`config.mk`:
```
export PLATFORM = sky130hd
export DESIGN_NAME = cordic_rotator_flat
export DESIGN_NICKNAME = d
export VERILOG_FILES = /design/src/rtl/cordic_pkg.sv /design/src/rtl/cordic_rotator_if.sv /design/src/rtl/adder.sv /design/src/rtl/cordic_addsub.sv /design/src/rtl/cordic_rotator.sv /design/src/flat_wrapper.sv
export SDC_FILE = /design/constraint.sdc
export NUM_CORES = 1
export LEC_CHECK = 0
export CAP_MARGIN = 20
export CELL_PAD_IN_SITES_DETAIL_PLACEMENT = 0
export CELL_PAD_IN_SITES_GLOBAL_PLACEMENT = 1
export CORE_MARGIN = 2
export CORE_UTILIZATION = 47
export CTS_BUF_LIST = sky130_fd_sc_hd__clkbuf_16
export DETAILED_ROUTE_END_ITERATION = 10
export GPL_ROUTABILITY_DRIVEN = 1
export PLACE_DENSITY_LB_ADDON = 0.1
export RECOVER_POWER = 25
export SYNTH_ARGS = -nofsm -noshare
export SYNTH_HDL_FRONTEND = slang
export SYNTH_HIERARCHICAL = 1
export SYNTH_SLANG_ARGS = --single-unit
```
`constraint.sdc`:
```
create_clock -name clk -period 10.2 [get_ports clk]
set_input_delay 2.04 -clock clk [delete_from_list [all_inputs] [get_ports clk]]
set_output_delay 2.04 -clock clk [all_outputs]
set_load 0.03 [all_outputs]
```
`src/rtl/cordic_pkg.sv`:
```
// Shared types and constants for the cordic_rotator engine: FSM states,
// CORDIC gain, angle limit and the Q2.14 arctangent table.
package cordic_pkg;

    typedef enum logic [1:0] {
        IDLE = 2'd0,
        ROT  = 2'd1,
        DONE = 2'd2
    } state_t;

    localparam logic signed [15:0] CORDIC_K = 16'sd9949;
    localparam logic signed [15:0] HALF_PI  = 16'sd25736;

    // atan(2^-i) in Q2.14; the last entry rounds to zero at this precision
    localparam logic signed [15:0] ATAN_LUT [0:15] = '{
        16'sd12868, 16'sd7596, 16'sd4014, 16'sd2037,
        16'sd1023,  16'sd512,  16'sd256,  16'sd128,
        16'sd64,    16'sd32,   16'sd16,   16'sd8,
        16'sd4,     16'sd2,    16'sd1,    16'sd0
    };

endpackage

```
`src/rtl/cordic_rotator_if.sv`:
```
// Angle-in / vector-out handshake bundle of the CORDIC rotator.
interface cordic_rotator_if;

    logic                in_valid;
    logic                in_ready;
    logic signed [15:0]  angle;
    logic                out_valid;
    logic                out_ready;
    logic signed [15:0]  cos_out;
    logic signed [15:0]  sin_out;
    logic                range_err;

    modport master (
        output in_valid, angle, out_ready,
        input  in_ready, out_valid, cos_out, sin_out, range_err
    );

    modport slave (
        input  in_valid, angle, out_ready,
        output in_ready, out_valid, cos_out, sin_out, range_err
    );

endinterface

```
`src/rtl/adder.sv`:
```
// Parameterised ripple-carry adder; sum wraps modulo 2^n.
module adder #(
    parameter int n = 16
) (
    input  logic [n-1:0] a,
    input  logic [n-1:0] b,
    input  logic         cin,
    output logic [n-1:0] sum,
    output logic         cout
);

    logic [n:0] w_carry;

    assign w_carry[0] = cin;

    generate
        for (genvar gi = 0; gi < n; gi++) begin : g_bit
            assign sum[gi]         = a[gi] ^ b[gi] ^ w_carry[gi];
            assign w_carry[gi + 1] = (a[gi] & b[gi]) | (w_carry[gi] & (a[gi] ^ b[gi]));
        end
    endgenerate

    assign cout = w_carry[n];

endmodule

```
`src/rtl/cordic_addsub.sv`:
```
// Add/subtract around one 16-bit ripple adder: i_op = 1 gives a - b as a + ~b + 1.
module cordic_addsub (
    input  logic [15:0] i_a,
    input  logic [15:0] i_b,
    input  logic        i_op,
    output logic [15:0] o_sum
);

    logic [15:0] w_b;
    logic        w_cout_unused;

    assign w_b = i_op ? ~i_b : i_b;

    adder #(.n(16)) u_adder (
        .a    (i_a),
        .b    (w_b),
        .cin  (i_op),
        .sum  (o_sum),
        .cout (w_cout_unused)
    );

endmodule

```
`src/rtl/cordic_rotator.sv`:
```
// Iterative rotation-mode CORDIC: one micro-rotation per clock, producing
// cos/sin of a Q2.14 angle in [-pi/2, +pi/2].
module cordic_rotator
    import cordic_pkg::*;
#(
    parameter int N_ITER = 16,
    parameter int W      = 16
) (
    input  logic              clk,
    input  logic              rst_n,
    cordic_rotator_if.slave   bus
);

    state_t              r_state;
    state_t              w_state_next;
    logic signed [W-1:0] r_x, r_y, r_z;
    logic signed [W-1:0] r_cos, r_sin;
    logic [3:0]          r_i;
    logic                r_range_err;

    logic                w_z_pos;
    logic signed [W-1:0] w_x_shift, w_y_shift, w_atan;
    logic signed [W-1:0] w_x_sum, w_y_sum, w_z_sum;
    logic                w_accept, w_in_range, w_last;

    assign w_z_pos    = ~r_z[W-1];
    assign w_x_shift  = r_x >>> r_i;
    assign w_y_shift  = r_y >>> r_i;
    assign w_atan     = ATAN_LUT[r_i];
    assign w_accept   = bus.in_valid && (r_state == IDLE);
    assign w_in_range = (bus.angle <= HALF_PI) && (bus.angle >= -HALF_PI);
    assign w_last     = (r_i == 4'(N_ITER - 1));

    // d = +1 (z >= 0): x subtracts, y adds, z subtracts; all flip for d = -1
    cordic_addsub u_x (.i_a(r_x), .i_b(w_y_shift), .i_op(w_z_pos),  .o_sum(w_x_sum));
    cordic_addsub u_y (.i_a(r_y), .i_b(w_x_shift), .i_op(~w_z_pos), .o_sum(w_y_sum));
    cordic_addsub u_z (.i_a(r_z), .i_b(w_atan),    .i_op(w_z_pos),  .o_sum(w_z_sum));

    always_ff @(posedge clk or negedge rst_n) begin
        if (!rst_n) begin
            r_state <= IDLE;
        end else begin
            r_state <= w_state_next;
        end
    end

    always_comb begin
        w_state_next = r_state;
        case (r_state)
            IDLE:    if (w_accept && w_in_range) w_state_next = ROT;
            ROT:     if (w_last)                 w_state_next = DONE;
            DONE:    if (bus.out_ready)          w_state_next = IDLE;
            default:                             w_state_next = IDLE;
        endcase
    end

    always_ff @(posedge clk or negedge rst_n) begin
        if (!rst_n) begin
            r_x         <= '0;
            r_y         <= '0;
            r_z         <= '0;
            r_i         <= '0;
            r_cos       <= '0;
            r_sin       <= '0;
            r_range_err <= 1'b0;
        end else begin
            r_range_err <= w_accept && !w_in_range;
            if (r_state == IDLE && w_accept && w_in_range) begin
                r_x <= CORDIC_K;
                r_y <= '0;
                r_z <= bus.angle;
                r_i <= '0;
            end else if (r_state == ROT) begin
                r_x <= w_x_sum;
                r_y <= w_y_sum;
                r_z <= w_z_sum;
                r_i <= r_i + 4'd1;
                // result registers take the final iteration's sums directly
                if (w_last) begin
                    r_cos <= w_x_sum;
                    r_sin <= w_y_sum;
                end
            end
        end
    end

    assign bus.in_ready  = (r_state == IDLE);
    assign bus.out_valid = (r_state == DONE);
    assign bus.cos_out   = r_cos;
    assign bus.sin_out   = r_sin;
    assign bus.range_err = r_range_err;

endmodule

```
`src/flat_wrapper.sv`:
```
// flat-port wrapper written by rule: the top's interface ports become plain ports
module cordic_rotator_flat import cordic_pkg::*;
#(
    parameter int N_ITER = 16,
    parameter int W      = 16
)
  (clk, rst_n, bus_in_valid, bus_angle, bus_out_ready, bus_in_ready, bus_out_valid, bus_cos_out, bus_sin_out, bus_range_err);
  cordic_rotator_if bus_i ();
  input  logic clk;
  input  logic rst_n;
  input wire logic [$bits(bus_i.in_valid)-1:0] bus_in_valid;
  input wire logic [$bits(bus_i.angle)-1:0] bus_angle;
  input wire logic [$bits(bus_i.out_ready)-1:0] bus_out_ready;
  output wire logic [$bits(bus_i.in_ready)-1:0] bus_in_ready;
  output wire logic [$bits(bus_i.out_valid)-1:0] bus_out_valid;
  output wire logic [$bits(bus_i.cos_out)-1:0] bus_cos_out;
  output wire logic [$bits(bus_i.sin_out)-1:0] bus_sin_out;
  output wire logic [$bits(bus_i.range_err)-1:0] bus_range_err;
  assign bus_i.in_valid = bus_in_valid;
  assign bus_i.angle = bus_angle;
  assign bus_i.out_ready = bus_out_ready;
  assign bus_in_ready = bus_i.in_ready;
  assign bus_out_valid = bus_i.out_valid;
  assign bus_cos_out = bus_i.cos_out;
  assign bus_sin_out = bus_i.sin_out;
  assign bus_range_err = bus_i.range_err;
  cordic_rotator #(.N_ITER(N_ITER), .W(W)) u_core (.clk(clk), .rst_n(rst_n), .bus(bus_i));
endmodule
```
* Yosys cells after proc, flatten, opt, wreduce, memory -nomap -nowiden
Memory sizes are Yosys's and may differ from the RTL's.
Index checks and enable logic that the tools add are counted.
W data, S select, Z words.
** Cells by class
- Reduce and logical (&&, ||, !) cells :: 11
- $add $sub $neg :: 1
- Shift operators :: 2
- Magnitude comparators :: 3
- Bitwise gates (word level) :: 237
- Equal/unequal tests :: 6
- Mux-type cells :: 17
** Operator list (count)
- $mux W16 :: 11
- $xor A1 B1 Y1 :: 96
- $and A1 B1 Y1 :: 90
- $not A16 Y16 :: 3
- $or A1 B1 Y1 :: 45
- $sshr A16 B4 Y16 :: 2
- $ge A16 B16 Y1 const B :: 1
- $le A16 B16 Y1 const B :: 1
- $mux W4 :: 2
- $logic_and A1 B1 Y1 :: 6
- $mux W2 :: 3
- $pmux W2 S3 :: 1
- $reduce_and A3 Y1 :: 2
- $ge A5 B5 Y1 const B :: 1
- $not A4 Y5 :: 1
- $add A4 B1 Y4 const B :: 1
- $eq A4 B4 Y1 const B :: 1
- $ne A2 B1 Y1 const B :: 2
- $eq A2 B1 Y1 const B :: 1
- $eq A2 B2 Y1 const B :: 1
- $logic_not A2 Y1 :: 1
- $ne A2 B2 Y1 const B :: 1
- $not A1 Y1 :: 2
- $reduce_bool A2 Y1 :: 1
- $logic_not A1 Y1 :: 1
** Word-level totals
- Memories :: 1
- Bits in read-only memories :: 256
- Output and inout bits :: 35
- Input port bits :: 20
- Flip-flop bits (word level) :: 87
- Word-level logic and storage cells :: 286
** Memory list
- (name not given) :: depth 16, bits a word 16, read ports 1, clocked after Yosys merged registers in 0, write ports 0, RTL line cordic_rotator.sv:29 : assign w_atan = ATAN_LUT[r_i];

* Logic depth before layout (Yosys ltp)
Gate-level depths: netlist of the first run.
- Depth in word-level cells :: 40
- Depth in mapped cells :: 29
- Depth with buffers taken out :: 27

* Cells and area by module
Netlist of the first run, hierarchy kept.
** Modules (own cells, without submodules)
- cordic_rotator :: area each 5028.6 um^2, cells an instance 486, seq. area each 2177.1 um^2, times used 1
- adder :: area each 357.8 um^2, cells an instance 26, seq. area each 0.0 um^2, times used 3
- cordic_addsub :: area each 171.4 um^2, cells an instance 18, seq. area each 0.0 um^2, times used 3

* Worst setup path after synthesis of the first run
Ideal clock, no wire load.
- Kind :: reg-to-reg
- From :: register u_core.r_i[1]
- To :: register u_core.r_z[15]
- Setup time :: 67 ps
- Cell stages (with the launch flop) :: 30
- Buffers on the path :: 2
- Period minus slack after synthesis :: 8184 ps
- Arrival time :: 8117 ps
- Required time :: 10133 ps
- Slack :: 2016 ps
- Cells stage by stage :: dfrtp_1 -> buf_2 -> inv_1 -> buf_1 -> ha_1 -> nor2b_1 -> a21oi_1 -> a21oi_1 -> xor2_1 -> fa_1 -> inv_1 -> fa_1 -> inv_1 -> fa_1 -> fa_1 -> fa_1 -> fa_1 -> fa_1 -> fa_1 -> fa_1 -> fa_1 -> fa_1 -> fa_1 -> fa_1 -> fa_1 -> fa_1 -> inv_1 -> fa_1 -> inv_1 -> a221o_1
** On the way
- Longest elaborated chain between the ends :: 40
- Elaborated cells between the ends (all ways) :: 70
- Classes of those cells :: 5 x mux; 64 x bitwise; 1 x memory
** Ends and longest elaborated chain
- start: declaration :: RTL line cordic_rotator.sv:18 : logic [3:0] r_i;
- start signal: assignment :: RTL line cordic_rotator.sv:77 : r_i <= r_i + 4'd1;
- $not A4 Y5 (implied by the code) (*) :: RTL line cordic_rotator.sv:29
- $mem_v2 Z16 W16 (*)
- $mux W16 (implied by the code) (*) (2 in a row) :: RTL line cordic_rotator.sv:29
- via u_core.w_atan[0] :: RTL line cordic_rotator.sv:22 : logic signed [W-1:0] w_x_shift, w_y_shift, w_atan;
- $not A16 Y16 :: RTL line cordic_addsub.sv:12 : assign w_b = i_op ? ~i_b : i_b;
- $mux W16 (*) :: RTL line cordic_addsub.sv:12
- via u_core.u_z.w_b[0] :: RTL line cordic_addsub.sv:9 : logic [15:0] w_b;
- $xor A1 B1 Y1 :: RTL line adder.sv:19 : assign w_carry[gi + 1] = (a[gi] & b[gi]) | (w_carry[gi] & (a[gi] ^ b[gi]));
- (+26 left out)
- $and A1 B1 Y1 (*) :: RTL line adder.sv:19
- $or A1 B1 Y1 (*) :: RTL line adder.sv:19
- $and A1 B1 Y1 (*) :: RTL line adder.sv:19
- $or A1 B1 Y1 (*) :: RTL line adder.sv:19
- $xor A1 B1 Y1 (*) :: RTL line adder.sv:18 : assign sum[gi] = a[gi] ^ b[gi] ^ w_carry[gi];
- via u_core.w_z_sum[15] :: RTL line cordic_rotator.sv:23 : logic signed [W-1:0] w_x_sum, w_y_sum, w_z_sum;
- $mux W16 (*) :: RTL line cordic_rotator.sv:73 : end else if (r_state == ROT) begin
- $mux W16 (*) :: RTL line cordic_rotator.sv:68 : if (r_state == IDLE && w_accept && w_in_range) begin
- end signal: assignment :: RTL line cordic_rotator.sv:71 : r_z <= bus.angle;
- end signal: assignment :: RTL line cordic_rotator.sv:76 : r_z <= w_z_sum;
- end: declaration :: RTL line cordic_rotator.sv:16 : logic signed [W-1:0] r_x, r_y, r_z;
The timed path passes the listed nets; every way through them passes the cells marked *. The select of a mux whose other input is x is not followed.
A chain may end at the register's enable or synchronous reset.

* Final worst setup path of the first run
- From :: register u_core.r_i[0]
- To :: register u_core.r_cos[15], in the netlist u_core/bus.cos_out[15]
** On the way
- Longest elaborated chain between the ends :: 35
- Elaborated cells between the ends (all ways) :: 67
- Classes of those cells :: 1 x eq/ne; 1 x shift; 1 x mux; 63 x bitwise; 1 x reduce/logical
** Ends and longest elaborated chain
- $sshr A16 B4 Y16 (*) :: RTL line cordic_rotator.sv:28 : assign w_y_shift = r_y >>> r_i;
- via u_core.w_y_shift[0] :: RTL line cordic_rotator.sv:22
- $not A16 Y16 :: RTL line cordic_addsub.sv:12
- $mux W16 (*) :: RTL line cordic_addsub.sv:12
- via u_core.u_x.w_b[0] :: RTL line cordic_addsub.sv:9
- $xor A1 B1 Y1 :: RTL line adder.sv:19
- $and A1 B1 Y1 :: RTL line adder.sv:19
- $or A1 B1 Y1 (*) :: RTL line adder.sv:19
- (+22 left out)
- $and A1 B1 Y1 (*) :: RTL line adder.sv:19
- $or A1 B1 Y1 (*) :: RTL line adder.sv:19
- $and A1 B1 Y1 (*) :: RTL line adder.sv:19
- $or A1 B1 Y1 (*) :: RTL line adder.sv:19
- $and A1 B1 Y1 (*) :: RTL line adder.sv:19
- $or A1 B1 Y1 (*) :: RTL line adder.sv:19
- $xor A1 B1 Y1 (*) :: RTL line adder.sv:18
- via u_core.w_x_sum[15] :: RTL line cordic_rotator.sv:23
- end signal: assignment :: RTL line cordic_rotator.sv:80 : r_cos <= w_x_sum;
- end: declaration :: RTL line cordic_rotator.sv:17 : logic signed [W-1:0] r_cos, r_sin;
The timed path passes the listed nets; every way through them passes the cells marked *.

==> results of run 1 <==
[metal layers]
| metal | share of wire, % | up-vias | global-route usage [%] |
|---|---|---|---|
| li1 | - | 2170 | - |
| met1 | 51 | 2390 | 36.52 |
| met3 | 3.3 | 17 | 2.974 |
| met2 | 44 | 82 | 32.74 |
| met4 | 1.6 | 0 | 8.333 |
| met5 | 0 | - | 0 |
[sequential cells by signal (all words and copies together) (netlist names)]
name and count:
u_core/bus.cos_out 16, u_core/bus.range_err 1, u_core/bus.sin_out 16, u_core/r_i 4, u_core/r_state 2, u_core/r_x 16, u_core/r_y 16, u_core/r_z 16
[critical path: stages, from the launching register on]
cell     delay, ns
dfrtp_2       1.00
mux2_2        0.43
mux2i_1       0.32
o21ai_0       0.20
nand2_1       0.12
o21ai_0       0.11
xor2_1        0.17
fa_1          0.40
inv_1         0.07
fa_1          0.16
inv_1         0.05
fa_1          0.38
fa_1          0.38
fa_1          0.38
fa_1          0.39
fa_1          0.39
fa_1          0.39
fa_1          0.39
fa_1          0.40
fa_1          0.39
fa_1          0.40
fa_1          0.39
fa_1          0.39
fa_1          0.37
inv_1         0.08
fa_1          0.40
inv_1         0.08
mux2_2        0.14
[final cells by class]
type	instances	share of cell area, %
multi-input combinational	444	53.94
clock inverter	7	0.4372
inverter	42	2.119
timing repair buffer	64	8.139
sequential	87	29.28
antenna	1	0.03363
tap	180	3.027
clock buffer	9	3.027
[path summary, 6_finish.rpt]
check,endpoint,slack (ns)
worst max-delay path,u_core/bus.cos_out[15],1.35
worst min-delay path,u_core/bus.sin_out[3],0.50
worst max register to register,u_core/bus.cos_out[15],1.35
worst min register to register,u_core/bus.sin_out[3],0.50
max in group asynchronous,u_core/r_i[0],4.35
min in group asynchronous,u_core/bus.range_err,2.36
[per-stage QoR]
step / cells / util (%) / setup WS, ns
2_1_floorplan: 616 / - / 2.016
3_3_place_gp: 817 / 51.99 / 1.355
6_report: 834 / 53.81 / 1.354
5_1_grt: 833 / 53.80 / 0.8938
4_1_cts: 833 / 53.85 / 1.304
3_5_place_dp: 817 / 51.99 / 1.278
==> flow_metrics.tcl, run 1 <==
set metrics [dict create \
    status "finished, violations left" \
    violations "capacitance limit, slew limit" \
    wirelength_mm 15.65 \
    skew_ns 0.006996 \
    cts_sinks 87 \
    place_congestion 0.8704 \
    rows 43 \
    dr.pass1.iters 4 \
    clk_path_buf_depth 2 \
    fmax_mhz 113.0 \
    crit_fanout 42 \
    cts_max_level 3 \
    drc 0 \
    hold_viol 0 \
    via_per_inst 5.586 \
    criticalPathCategory "flip-flop to flip-flop" \
    min_from "u_core/bus.sin_out[3]" \
    finalSetupViolCount 0 \
    clk_latency_ns 0.35 \
    fin_crit_sh_pct 86.73 \
    crit_path_end_kind "flip-flop" \
    grt_pass1_vias 4750 \
    cts_root_buffer "clkbuf_16" \
    hold_class "flip-flop to flip-flop" \
    cts_hold_buf 0 \
    antenna_found_initial 0 \
    syn_area_mm2 0.006605 \
    grt_max_degree 48 \
    rsz0062_at_grt "false" \
    grt_pass1_wl_mm 26.46 \
    rr_worst_depth 27 \
    whs_ns 0.5048 \
    worst_ep_arrival_time_ns 9.14 \
    wl_per_cell_um 18.77 \
    drtIter0Drc 294 \
    die_width_um 122.5 \
    drive_above_1_share_pct 13.63 \
    drv_slew 90 \
    syn_avg_cell_area_um2 10.74 \
    synth_cells 615 \
    holdPathStages 1 \
    tightest_slew_ns 2.562 \
    fin_setup_tns_ns 0 \
    post_cts_resized 0 \
    cts_setup_buffers 0 \
    io_pins 55 \
    setup.worst_path.start "u_core/r_i[0]" \
    ff_latch_area_mm2 0.002178 \
    initial_core_util_pct 47.77 \
    area_growth_syn_to_layout_pct 12.65 \
    fill_cells 1217 \
    vias 4659 \
    dieArea_mm2 0.01502 \
    clk_pin_slew_ns 0.06 \
    startpoint_type "flip-flop" \
    min_period_ns 8.846 \
    cts_tree "built" \
    layout_commonest_cell "dfrtp_1" \
    core-area_mm2 0.01383 \
    relSlewSlack_pct -70.78 \
    timing.rr.start "u_core/r_i[0]" \
    grt_overflow 0 \
    dpl.hpwl_mm 11.09 \
    mostFrequentLayoutCells "86 x dfrtp_1, 58 x nand2_1, 53 x clkdlybuf4s50_1" \
    fp.dieH_um 122.5 \
    postLayoutCellArea_mm2 0.007441 \
    cap_viol_max_count 2 \
    placed_area_mm2 0.007188 \
    multi_input_area_mm2 0.004014 \
    grt_util_all_layers_pct 23.23 \
    yosysWarnings 6 \
    cp.required_ns 10.50 \
    finalNetCount 722 \
    port_buffers 54 \
    cts_buffers 9 \
    final_antenna_net_count 0 \
]
Power of run 1 is left out: the tool's default activity adds up to more than one toggle a clock period on the data nets, which glitch-free logic cannot reach.
==> inputs of run 2 (changes only) <==
==> constraint.sdc (replaced) <==
create_clock -name clk -period 10.1 [get_ports clk]
set_input_delay 2.02 -clock clk [delete_from_list [all_inputs] [get_ports clk]]
set_output_delay 2.02 -clock clk [all_outputs]
set_load 0.03 [all_outputs]
==> run 2 against run 1 <==
  * The run still ends with capacitance limit, slew limit left
  * Critical endpoint unchanged
  * Cell count down 0.12%
  * Critical path depth unchanged
  * Sequential share of layout area down 0.12 points
  * Utilization up 0.22 points
  * First-iteration DRC count down 13%
  * Register-to-register slack worse by 0.20 ns
  * Die area unchanged
  * Non-clock buffer count unchanged
  * Routed wire length up 3.6%
  * Via count up 0.86%
==> flow_metrics.tcl, run 2 (same netlist as run 1, synthesis figures left out) <==
set metrics [dict create \
    cts_max_level 3 \
    dieArea_mm2 0.01502 \
    cp_slowest_cell "dfrtp_2" \
    layout_commonest_cell "dfrtp_1" \
    port_buffers 54 \
    core-area_mm2 0.01383 \
    io_pins 55 \
    skew_ns 0.006863 \
    grt_pass1_wl_mm 26.55 \
    critPathMostFrequentCell "fa_1" \
    multi_input_area_mm2 0.004014 \
    criticalPathCategory "flip-flop to flip-flop" \
    fin_crit_sh_pct 88.61 \
    drv_slew 90 \
    antenna_found_initial 0 \
    grt_max_degree 48 \
    wirelength_mm 16.21 \
    vias 4699 \
    pre_cts_slack_ns 1.192 \
    clk_latency_ns 0.35 \
    rows 43 \
    rsz0062_at_grt "false" \
    final_antenna_net_count 0 \
    fill_cells 1243 \
    crit_fanout 42 \
    cap_viol_max_count 2 \
    fin_setup_tns_ns 0 \
    mostFrequentLayoutCells "86 x dfrtp_1, 58 x nand2_1, 53 x clkdlybuf4s50_1" \
    fmax_mhz 111.7 \
    drive_above_1_share_pct 13.78 \
    area_growth_syn_to_layout_pct 13.11 \
    cts_setup_buffers 0 \
    wl_per_cell_um 19.46 \
    finish.utilization_pct 54.03 \
    tightest_slew_ns 2.653 \
    relSlewSlack_pct -76.88 \
    min_period_ns 8.949 \
    finalSetupViolCount 0 \
    cts_hold_buf 0 \
    drtIter0Drc 257 \
    fp.dieH_um 122.5 \
    cts_tree "built" \
    dr.pass1.iters 5 \
    initial_core_util_pct 47.77 \
    antenna_cells 0 \
    cp.required_ns 10.39 \
    cpPeakStageDelay_ns 1.00 \
    clk_path_buf_depth 2 \
    via_per_inst 5.641 \
    startpoint_type "flip-flop" \
    ff_latch_area_mm2 0.002178 \
    dpl.hpwl_mm 11.44 \
    hold_class "flip-flop to flip-flop" \
    violations "capacitance limit, slew limit" \
    fin_ws_ns 1.151 \
    cts_buffers 9 \
    grt_overflow 0 \
    drc 0 \
    clk_pin_slew_ns 0.07 \
    finalNetCount 722 \
    worst_ep_arrival_time_ns 9.24 \
    die_width_um 122.5 \
    place_congestion 0.8724 \
    hold_viol 0 \
    crit_path_end_kind "flip-flop" \
    cts_sinks 87 \
    post_cts_resized 0 \
    grt_pass1_vias 4715 \
    status "finished, violations left" \
    cts_root_buffer "clkbuf_16" \
    grt_util_all_layers_pct 23.45 \
]
==> run 2: cell types whose count changed in the layout (fill, tap and decap cells not counted), sizes merged <==
cell	delta
inv	-1
bufinv	+1
clkinvlp	+1
clkinv	-1
diode	-1
==> run 2: critical path, delay by kind of cell, from the launching register on <==
kind	cells	cell delay [ns]
flops	1	1.00
xor+xnor	1	0.19
fa+ha+maj	16	6.00
buf+inv	4	0.30
compound gates	2	0.32
mux	3	0.89
simple gates	1	0.14
==> run 2: through the flow <==
step           instances  hold WS, ns  area, um2
4_1_cts              833       0.5082       7478
5_1_grt              833       0.5316       7471
6_report             833       0.5037       7471
2_1_floorplan        616       0.4785       6609
3_3_place_gp         817       0.4880       7188
3_5_place_dp         817       0.4941       7188
==> run 2: area by class of cell <==
class / count / share of cell area [%]
multi-input combinational: 444 / 53.73
clock buffer: 9 / 3.015
sequential: 87 / 29.16
tap: 180 / 3.015
inverter: 42 / 2.110
clock inverter: 7 / 0.8709
timing repair buffer: 64 / 8.106
==> run 2: routing by layer <==
| layer | part of all wire (%) | up-vias | global-route usage [%] |
|---|---|---|---|
| li1 | - | 2161 | - |
| met1 | 50 | 2417 | 36.37 |
| met2 | 45 | 111 | 34.48 |
| met3 | 4.1 | 10 | 3.996 |
| met4 | 1.0 | 0 | 5.101 |
| met5 | 0 | - | 0 |
==> run 2: path summary, 6_finish.rpt <==
check,end,startpoint,slack (ns),depth (start not counted)
setup / recovery,u_core/bus.cos_out[15],u_core/r_i[0],1.15,27
hold reg to reg,u_core/bus.sin_out[4],u_core/bus.sin_out[4],0.50,1
max in group asynchronous,u_core/r_i[0],rst_n,4.17,2
setup reg to reg,u_core/bus.cos_out[15],u_core/r_i[0],1.15,27
hold / removal,u_core/bus.sin_out[4],u_core/bus.sin_out[4],0.50,1
min in group asynchronous,u_core/bus.range_err,rst_n,2.35,1
Power of run 2 is left out for the same reason.
